## config.mk

```make
export PLATFORM = sky130hd
export DESIGN_NAME = preg_freelist
export DESIGN_NICKNAME = d
export VERILOG_FILES = /design/src/rtl/rename_pkg.sv /design/src/rtl/prefix_rank.sv /design/src/rtl/preg_freelist.sv
export SDC_FILE = /design/constraint.sdc
export NUM_CORES = 1
export LEC_CHECK = 0
export BUFFER_PORTS_ARGS = -buffer_cell sky130_fd_sc_hd__buf_2
export CORE_MARGIN = 2
export CORE_UTILIZATION = 50
export DETAILED_ROUTE_END_ITERATION = 6
export PLACE_DENSITY = 0.66
export SLEW_MARGIN = 40
export SYNTH_ARGS = -nofsm -noshare
export SYNTH_HDL_FRONTEND = slang
export SYNTH_SLANG_ARGS = --single-unit
```

## constraint.sdc

```tcl
create_clock -name clk -period 7.5 [get_ports clk]
set_clock_uncertainty 0.05 [all_clocks]
set_input_delay 0.75 -clock clk [delete_from_list [all_inputs] [get_ports clk]]
set_output_delay 0.75 -clock clk [all_outputs]
set_load 0.01 [all_outputs]
```

## src/rtl/rename_pkg.sv

```systemverilog
// Shared rename-stage definitions.
// Holds the physical/architectural register geometry, the free-list sizing
// and the pointer and grant types used by the physical-register free list.
package rename_pkg;

  localparam int PREG_NUM = 64;
  localparam int AREG_NUM = 32;
  localparam int ALLOC_W  = 2;
  localparam int FREE_W   = 2;
  localparam int PREG_W   = $clog2(PREG_NUM);

  localparam int FREELIST_DEPTH = PREG_NUM - AREG_NUM;
  localparam int FREELIST_IDX_W = $clog2(FREELIST_DEPTH);
  // One extra pointer bit acts as the wrap flag so full and empty differ.
  localparam int FREELIST_PTR_W = FREELIST_IDX_W + 1;
  localparam int FREELIST_CNT_W = $clog2(FREELIST_DEPTH + 1);

  typedef logic [PREG_W-1:0]         preg_addr_t;
  typedef logic [FREELIST_PTR_W-1:0] freelist_ptr_t;

  typedef struct packed {
    logic       valid;
    preg_addr_t id;
  } freelist_alloc_t;

  // Storage index of a wrap-flagged pointer.
  function automatic logic [FREELIST_IDX_W-1:0] ptr_idx(input freelist_ptr_t p);
    return p[FREELIST_IDX_W-1:0];
  endfunction

endpackage

```

## src/rtl/prefix_rank.sv

```systemverilog
// Per-slot exclusive prefix popcount.
// rank[i] is the number of set bits in vec[i-1:0], i.e. the position a
// requesting slot takes among the requesting slots in ascending order;
// total is popcount(vec).
// Ports:
//   vec   in  W           per-slot request bits
//   rank  out W x CNT_W   exclusive prefix count per slot
//   total out CNT_W       population count of vec
module prefix_rank #(
  parameter int W     = 2,
  parameter int CNT_W = $clog2(W + 1)
) (
  input  logic [W-1:0]            vec,
  output logic [W-1:0][CNT_W-1:0] rank,
  output logic [CNT_W-1:0]        total
);

  // Running sum: each slot sees the count of requesters below it.
  always_comb begin
    total = '0;
    rank  = '0;
    for (int i = 0; i < W; i++) begin
      rank[i] = total;
      total   = total + CNT_W'(vec[i]);
    end
  end

endmodule

```

## src/rtl/preg_freelist.sv

```systemverilog
// Physical-register free list for the rename stage.
// A circular buffer of free preg ids. Rename takes up to ALLOC_W ids per
// cycle (all requested slots or none), commit returns up to FREE_W ids per
// cycle, and a flush rewinds the speculative head to the committed head so
// ids handed to squashed instructions become free again.
// Ports:
//   clk          in  clock
//   resetn       in  asynchronous active-low reset
//   alloc_req    in  ALLOC_W            per-slot allocation request
//   alloc_ready  out 1                  all requested slots can be served
//   alloc_id     out ALLOC_W x PREG_W   id granted per slot
//   free_valid   in  FREE_W             per-slot release of an old mapping
//   free_id      in  FREE_W x PREG_W    id being released
//   commit_valid in  FREE_W             per-slot commit of an allocating instr
//   flush        in  1                  misprediction/exception recovery
//   free_count   out CNT_W              speculative free entries
//   empty        out 1                  free_count == 0
module preg_freelist
  import rename_pkg::*;
(
  input  logic                              clk,
  input  logic                              resetn,
  input  logic [ALLOC_W-1:0]                alloc_req,
  output logic                              alloc_ready,
  output logic [ALLOC_W-1:0][PREG_W-1:0]    alloc_id,
  input  logic [FREE_W-1:0]                 free_valid,
  input  logic [FREE_W-1:0][PREG_W-1:0]     free_id,
  input  logic [FREE_W-1:0]                 commit_valid,
  input  logic                              flush,
  output logic [FREELIST_CNT_W-1:0]         free_count,
  output logic                              empty
);

  localparam int A_CNT_W = $clog2(ALLOC_W + 1);
  localparam int F_CNT_W = $clog2(FREE_W + 1);

  logic [PREG_W-1:0] entries [FREELIST_DEPTH];

  freelist_ptr_t head, commit_head, tail;
  freelist_ptr_t head_next, commit_head_next, tail_next;
  logic [FREELIST_CNT_W-1:0] count_next;

  logic [ALLOC_W-1:0][A_CNT_W-1:0] alloc_rank;
  logic [A_CNT_W-1:0]              alloc_n;
  logic [FREE_W-1:0][F_CNT_W-1:0]  free_rank;
  logic [F_CNT_W-1:0]              free_n;
  logic [F_CNT_W-1:0]              commit_n;

  logic [FREELIST_IDX_W-1:0] alloc_idx [ALLOC_W];
  logic [FREELIST_IDX_W-1:0] free_idx  [FREE_W];

  logic alloc_fire;

  prefix_rank #(.W(ALLOC_W), .CNT_W(A_CNT_W)) u_alloc_rank (
    .vec   (alloc_req),
    .rank  (alloc_rank),
    .total (alloc_n)
  );

  prefix_rank #(.W(FREE_W), .CNT_W(F_CNT_W)) u_free_rank (
    .vec   (free_valid),
    .rank  (free_rank),
    .total (free_n)
  );

  always_comb begin
    commit_n = '0;
    for (int i = 0; i < FREE_W; i++) begin
      commit_n = commit_n + F_CNT_W'(commit_valid[i]);
    end
  end

  // Frees written this cycle only show up in free_count next cycle, so
  // allocation never sees them early.
  assign alloc_ready = (free_count >= FREELIST_CNT_W'(alloc_n)) && !flush;
  assign alloc_fire  = alloc_ready && (alloc_n != '0);
  assign empty       = (free_count == '0);

  // Non-requesting slots read the head entry (rank forced to zero).
  always_comb begin
    for (int i = 0; i < ALLOC_W; i++) begin
      alloc_idx[i] = ptr_idx(head)
                   + FREELIST_IDX_W'(alloc_req[i] ? alloc_rank[i] : A_CNT_W'(0));
      alloc_id[i]  = entries[alloc_idx[i]];
    end
    for (int i = 0; i < FREE_W; i++) begin
      free_idx[i] = ptr_idx(tail) + FREELIST_IDX_W'(free_rank[i]);
    end
  end

  // Flush rewinds head to the committed head including this cycle's commits.
  always_comb begin
    commit_head_next = commit_head + freelist_ptr_t'(commit_n);
    tail_next        = tail + freelist_ptr_t'(free_n);
    head_next        = head;
    count_next       = free_count + FREELIST_CNT_W'(free_n);
    if (flush) begin
      head_next  = commit_head_next;
      count_next = FREELIST_CNT_W'(tail_next - commit_head_next);
    end else if (alloc_fire) begin
      head_next  = head + freelist_ptr_t'(alloc_n);
      count_next = free_count + FREELIST_CNT_W'(free_n) - FREELIST_CNT_W'(alloc_n);
    end
  end

  always_ff @(posedge clk or negedge resetn) begin
    if (!resetn) begin
      head        <= '0;
      commit_head <= '0;
      tail        <= freelist_ptr_t'(FREELIST_DEPTH);
      free_count  <= FREELIST_CNT_W'(FREELIST_DEPTH);
    end else begin
      head        <= head_next;
      commit_head <= commit_head_next;
      tail        <= tail_next;
      free_count  <= count_next;
    end
  end

  // Initially every non-architectural preg is free, in ascending order.
  always_ff @(posedge clk or negedge resetn) begin
    if (!resetn) begin
      for (int i = 0; i < FREELIST_DEPTH; i++) begin
        entries[i] <= PREG_W'(AREG_NUM + i);
      end
    end else begin
      for (int i = 0; i < FREE_W; i++) begin
        if (free_valid[i]) begin
          entries[free_idx[i]] <= free_id[i];
        end
      end
    end
  end

  // Protocol checks only; the list does not recover from these.
  logic [FREELIST_CNT_W:0] count_after_free;
  freelist_ptr_t           uncommitted;
  logic                    full;

  assign count_after_free = {1'b0, free_count} + (FREELIST_CNT_W + 1)'(free_n);
  assign uncommitted      = head - commit_head;
  assign full             = (ptr_idx(tail) == ptr_idx(head))
                         && (tail[FREELIST_IDX_W] != head[FREELIST_IDX_W]);

  a_no_overflow: assert property (@(posedge clk) disable iff (!resetn)
    count_after_free <= (FREELIST_CNT_W + 1)'(FREELIST_DEPTH));

  a_commit_behind_head: assert property (@(posedge clk) disable iff (!resetn)
    freelist_ptr_t'(commit_n) <= uncommitted);

  a_full_matches_count: assert property (@(posedge clk) disable iff (!resetn)
    full == (free_count == FREELIST_CNT_W'(FREELIST_DEPTH)));

endmodule

```

# Yosys cells after proc, flatten, opt, wreduce, memory -nomap -nowiden
# Index checks and enable logic that the tools add are counted.
[word_totals]
register_bits = 216
out_inout_bits = 20
elab_cells = 85
[op_classes]
add_sub_neg = 11
order_cmp = 7
mux = 19
bitwise = 4
n_reduce_logical = 8
[op_table]
columns = ["operator", "n"]
rows = [
  ["$bwmux W192", 2],
  ["$mux W192", 2],
  ["$bmux W6 S5", 2],
  ["$demux W6 S5", 2],
  ["$mux W6", 10],
  ["$add A6 B2 Y6", 4],
  ["$ge A6 B6 Y1 const B", 4],
  ["$not A5 Y6", 4],
  ["$lt A6 B1 Y1 const B", 2],
  ["$add A5 B1 Y5", 2],
  ["$add A1 B1 Y2", 3],
  ["$ge A6 B2 Y1", 1],
  ["$logic_not A6 Y1", 1],
  ["$sub A6 B2 Y6", 1],
  ["$sub A6 B6 Y6", 1],
  ["$logic_and A1 B1 Y1", 4],
  ["$reduce_bool A2 Y1", 2],
  ["$logic_not A1 Y1", 1],
  ["$mux W1", 1],
]

# Depth between registers and ports, before layout
[depth]
depth_word = 9
ltp_mapped = 11

# Cells and area by module
# From an unflattened synthesis, not the netlist that was laid out.
[hier_totals]
cells_unflattened = 1424
hier_area_um2 = 14627.8
[modules_own_cells]
columns = ["mod", "instances", "cells_each", "area_per_inst_um2", "seq_area_each_um2"]
rows = [
  ["preg_freelist", 1, 1412, 14535.2, 5522.8],
  ["prefix_rank", 2, 6, 46.3, 0.0],
]

# Least setup slack after synthesis
# OpenSTA, ideal clock, no wires.
[synth_path]
path_kind = "input -> output"
from = "in alloc_req[0]"
to = "out alloc_id[10] (netlist name)"
t_arrival_ns = 3.244
t_required_ns = 6.700
slack_ns = 3.456
cell_stages = 8
cell_sequence = "ha_1 > ha_1 > ha_1 > buf_1 > clkbuf_1 > mux4_2 > mux4_2 > mux2_2"
[synth_lines]
columns = ["element", "line_no", "text"]
rows = [
  ["start, declared", "preg_freelist.sv:23", "input logic [ALLOC_W-1:0] alloc_req,"],
  ["end, declared", "preg_freelist.sv:25", "output logic [ALLOC_W-1:0][PREG_W-1:0] alloc_id,"],
]

==> results.md <==
* Max Cap Viol at 0
* Endpoints failing hold at 0
* Resized Gates After CTS at 0
* Sink count of the clock tree at 215
* Number of warnings reported in the yosys synthesis log at 0
* Final antenna diode count at 0
* Top-level I/O count at 41
* Setup repair after global routing missed its margin: false
* Routed len/inst at 26.3 um
* LEAKAGE at 6.20 nW
* Clock group share of total power at 0.163
* Initial cell density of the core at 0.504
* Clock root buffer: sky130_fd_sc_hd__clkbuf_16
* Multi-input gate area in the final layout at 8410 um^2
* Net switching power at 0.00306 W
* Crit-path max FO at 53
* Kind of capture point of the worst setup path: output pin
* Count of final max-slew check failures at 0
* Core ar. at 28,500 um^2
* Startpoint class of the critical path: flip-flop
* Share of post-route cells with drive strength above 1 at 0.366
* Pin count of the biggest net entering global routing at 77
* Tightest slew margin relative to the limit at 0.383
* FF-to-FF setup slack at 4420 ps
* Adder-cell area share of the yosys netlist at 0.0269
* Endpoint of the worst register-to-register path: free_count[5]
* Utilization after layout at 0.550
* Count of unique library cells instantiated by Yosys at 59
* Clock-pin slew on the worst setup and hold paths at 60 ps
* Nets at 1,279
* Setup Crit Path Kind: flip-flop to output pin
* Synth-to-layout area growth at 9.08%
* DRC violation total after the first TritonRoute iteration at 1,072
* Post-synthesis instance area at 14,400 um^2
* CTS Buf Count at 26
* Share of the synthesized area in compound gates (AO/OA/AOI/OAI) at 0.0743
* Basic-gate share of the synthesized area counting and, or, nand and nor cells at 0.0906
* Final global-route overflow total at 0
* Kind of path behind the tightest hold check: input port to asynchronous set/reset pin
* R2r worst-path depth at 9
* Combinational family with the most area after synthesis: multiplexers
* Worst voltage drop across the vdd grid at 294 uV
* Mapped Cells at 1,260
* Internal power at 0.00488 W
* Switching power share of the total at 0.385
* Leading cell types in the layout, fill and taps excluded: sky130_fd_sc_hd__mux2i_1 (145), sky130_fd_sc_hd__nand2_1 (121), sky130_fd_sc_hd__mux4_2 (120)
* Main flop type after synthesis: sky130_fd_sc_hd__dfstp_2
* Remaining antenna violation count at 0
* Non-Filler Cell Area, Final at 15,700 um^2
* Final weighted congestion of routability-driven global placement at 0.934
* Clk_lat worst skew at 530 ps
* Area share of xor/xnor cells in the synthesized design at 0.0146
* Number of post-CTS setup repair buffers at 0
* Die Outline Area at 30,200 um^2
* Overall fraction of global-route tracks in use at 0.287
* Final setup violation count at 0
* Width of the die at 174 um
* Number of input and output port buffers inserted at 40
* Synthesized net count at 1,308
* Arr. time, crit path at 3670 ps
* Via-per-instance ratio at 6.46
* Detailed-router iteration count before antenna repair at 5
* Sum of routed wire length over all layers at 43,000 um
* Register area at 5530 um^2
* Asr flop ratio synth at 1.00
* Setup tns final at 0 ps
* Tmin final at 4470 ps
* TritonCTS clock tree: yes
* Least-Margin Pin Slew at 926 ps
* Syn_area_per_cell at 11.4 um^2
* Estimated wirelength of the detail-placed design at 29,900 um
* DR vias at 10,549
* Layout filler cell count at 2,476
* Number of buffers on the longest clock path at 3
* Sequential share of the synthesized area at 0.384
* Share of the cycle needed by the critical path after routing at 0.596
* CTS H-Tree Depth at 1
* Initial antenna violation count at 1
* Outcome: completed
* Vias in the first global route at 10,054
* DRC Markers at 0
* Placed Area at 14,800 um^2
* Sequential share of power at 0.341
* Most common library cell in the layout ignoring fill and taps: sky130_fd_sc_hd__mux2i_1
* Total power density per cell area at 505 nW/um^2
* Flop and latch count out of synthesis at 215
* Number of hold buffers added after cts at 0
* Global-route wire length before repair at 65,300 um
* Number of standard-cell rows in the floorplan at 62
* Endpoint required time on the critical path at 6700 ps
* Launch instance of the worst register-to-register path: tail[1]
* Die height at 174 um
* Max Freq at 0.224 GHz
* EDFF count, synth at 0
* Comb power frac at 0.496
* Share of cell area taken by muxes after synthesis at 0.373
-- sequential cells by signal, indices dropped and copies added, names as in the netlist --
name / cells
entries: 192
commit_head: 6
free_count: 6
tail: 6
head: 5
-- through the flow --
stage               power (W)  setup slack, ps  instances  hold WS [ps]
floorplan             0.00535             3460       1260           404
global placement      0.00644             2820       1585           428
detailed placement    0.00657             3170       1586           429
CTS                   0.00789             3030       1633           158
global route          0.00833             2900       1634           192
finish                0.00793             3030       1634           138
-- per-layer routing --
layer  track usage  part of all wire
met3        0.0529             0.093
met4        0.0805             0.027
met1         0.429              0.44
met5             0           0.00016
met2         0.431              0.44
-- kinds of logic (layout without fill, tap and decap cells) --
group           count (synthesis)  after routing
compound gates                191            191
xor+xnor                       24             24
fa+ha+maj                      29             29
buf+inv                       128            118
flops                         215            215
mux                           373            373
simple gates                  300            300
-- cell usage after synthesis (2+ instances only) --
cell,number,area [um^2]
sky130_fd_sc_hd__inv_1,23,86.3
sky130_fd_sc_hd__o21ai_0,78,390
sky130_fd_sc_hd__buf_6,3,33.8
sky130_fd_sc_hd__buf_4,3,22.5
sky130_fd_sc_hd__nor2b_1,7,43.8
sky130_fd_sc_hd__o22a_1,2,17.5
sky130_fd_sc_hd__nand4_1,3,18.8
sky130_fd_sc_hd__a21o_1,7,52.6
sky130_fd_sc_hd__mux4_2,120,2700
sky130_fd_sc_hd__o211ai_1,6,45.0
sky130_fd_sc_hd__mux2i_1,145,1450
sky130_fd_sc_hd__a2111oi_0,2,17.5
sky130_fd_sc_hd__nand3_1,14,70.1
sky130_fd_sc_hd__clkbuf_1,75,282
sky130_fd_sc_hd__mux2_2,108,1220
sky130_fd_sc_hd__maj3_1,2,20.0
sky130_fd_sc_hd__fa_1,4,80.1
sky130_fd_sc_hd__dfstp_2,114,3000
sky130_fd_sc_hd__o21a_1,2,15.0
sky130_fd_sc_hd__nand4b_1,2,17.5
sky130_fd_sc_hd__nor2_2,7,43.8
sky130_fd_sc_hd__buf_2,12,60.1
sky130_fd_sc_hd__and3_1,6,37.5
sky130_fd_sc_hd__dfrtp_1,101,2530
sky130_fd_sc_hd__a21oi_1,79,395
sky130_fd_sc_hd__xnor2_1,14,123
sky130_fd_sc_hd__xor2_1,10,87.6
sky130_fd_sc_hd__buf_1,11,41.3
sky130_fd_sc_hd__nand2_1,121,454
sky130_fd_sc_hd__nor2_1,109,409
sky130_fd_sc_hd__or2_2,4,25.0
sky130_fd_sc_hd__nor3b_1,3,22.5
sky130_fd_sc_hd__nand2b_1,4,25.0
sky130_fd_sc_hd__nor3_1,9,45.0
sky130_fd_sc_hd__o2111ai_1,2,17.5
sky130_fd_sc_hd__nand3b_1,2,15.0
sky130_fd_sc_hd__ha_1,23,288
sky130_fd_sc_hd__o22ai_1,2,12.5
-- power groups by stage --
stage	Sequential (W)	Clock (W)	Combinational, W
2_1_floorplan	0.00223	0	0.00312
6_report	0.00271	0.00129	0.00393
4_1_cts	0.00267	0.00131	0.00391
5_1_grt	0.00276	0.00136	0.00421
3_5_place_dp	0.00267	0	0.00389
3_3_place_gp	0.00267	0	0.00377
-- how the worst max path moves through the flow --
| stage | start | end |
|---|---|---|
| global route | head[1] | alloc_id[11] |
| finish | head[1] | alloc_id[11] |
| floorplan | alloc_req[0] | alloc_id[10] |
| detailed placement | alloc_req[0] | alloc_id[6] |
| global placement | alloc_req[0] | alloc_id[11] |
| CTS | head[1] | alloc_id[11] |
-- final cells by class --
class                      instances  area share
multi-input combinational        917       0.536
tap                              384      0.0306
inverter                          23     0.00550
clock inverter                     5     0.00502
clock buffer                      42      0.0504
timing repair buffer              48      0.0205
sequential                       215       0.352
-- worst max-delay path, stage by stage (launching register included) --
cell and delay (ps):
sky130_fd_sc_hd__dfrtp_2 340, sky130_fd_sc_hd__buf_4 590, sky130_fd_sc_hd__ha_4 670, sky130_fd_sc_hd__mux4_2 580, sky130_fd_sc_hd__mux4_2 470, sky130_fd_sc_hd__mux2_2 280
sky130_fd_sc_hd__buf_2 140
Power figures use the tool's default switching activity.
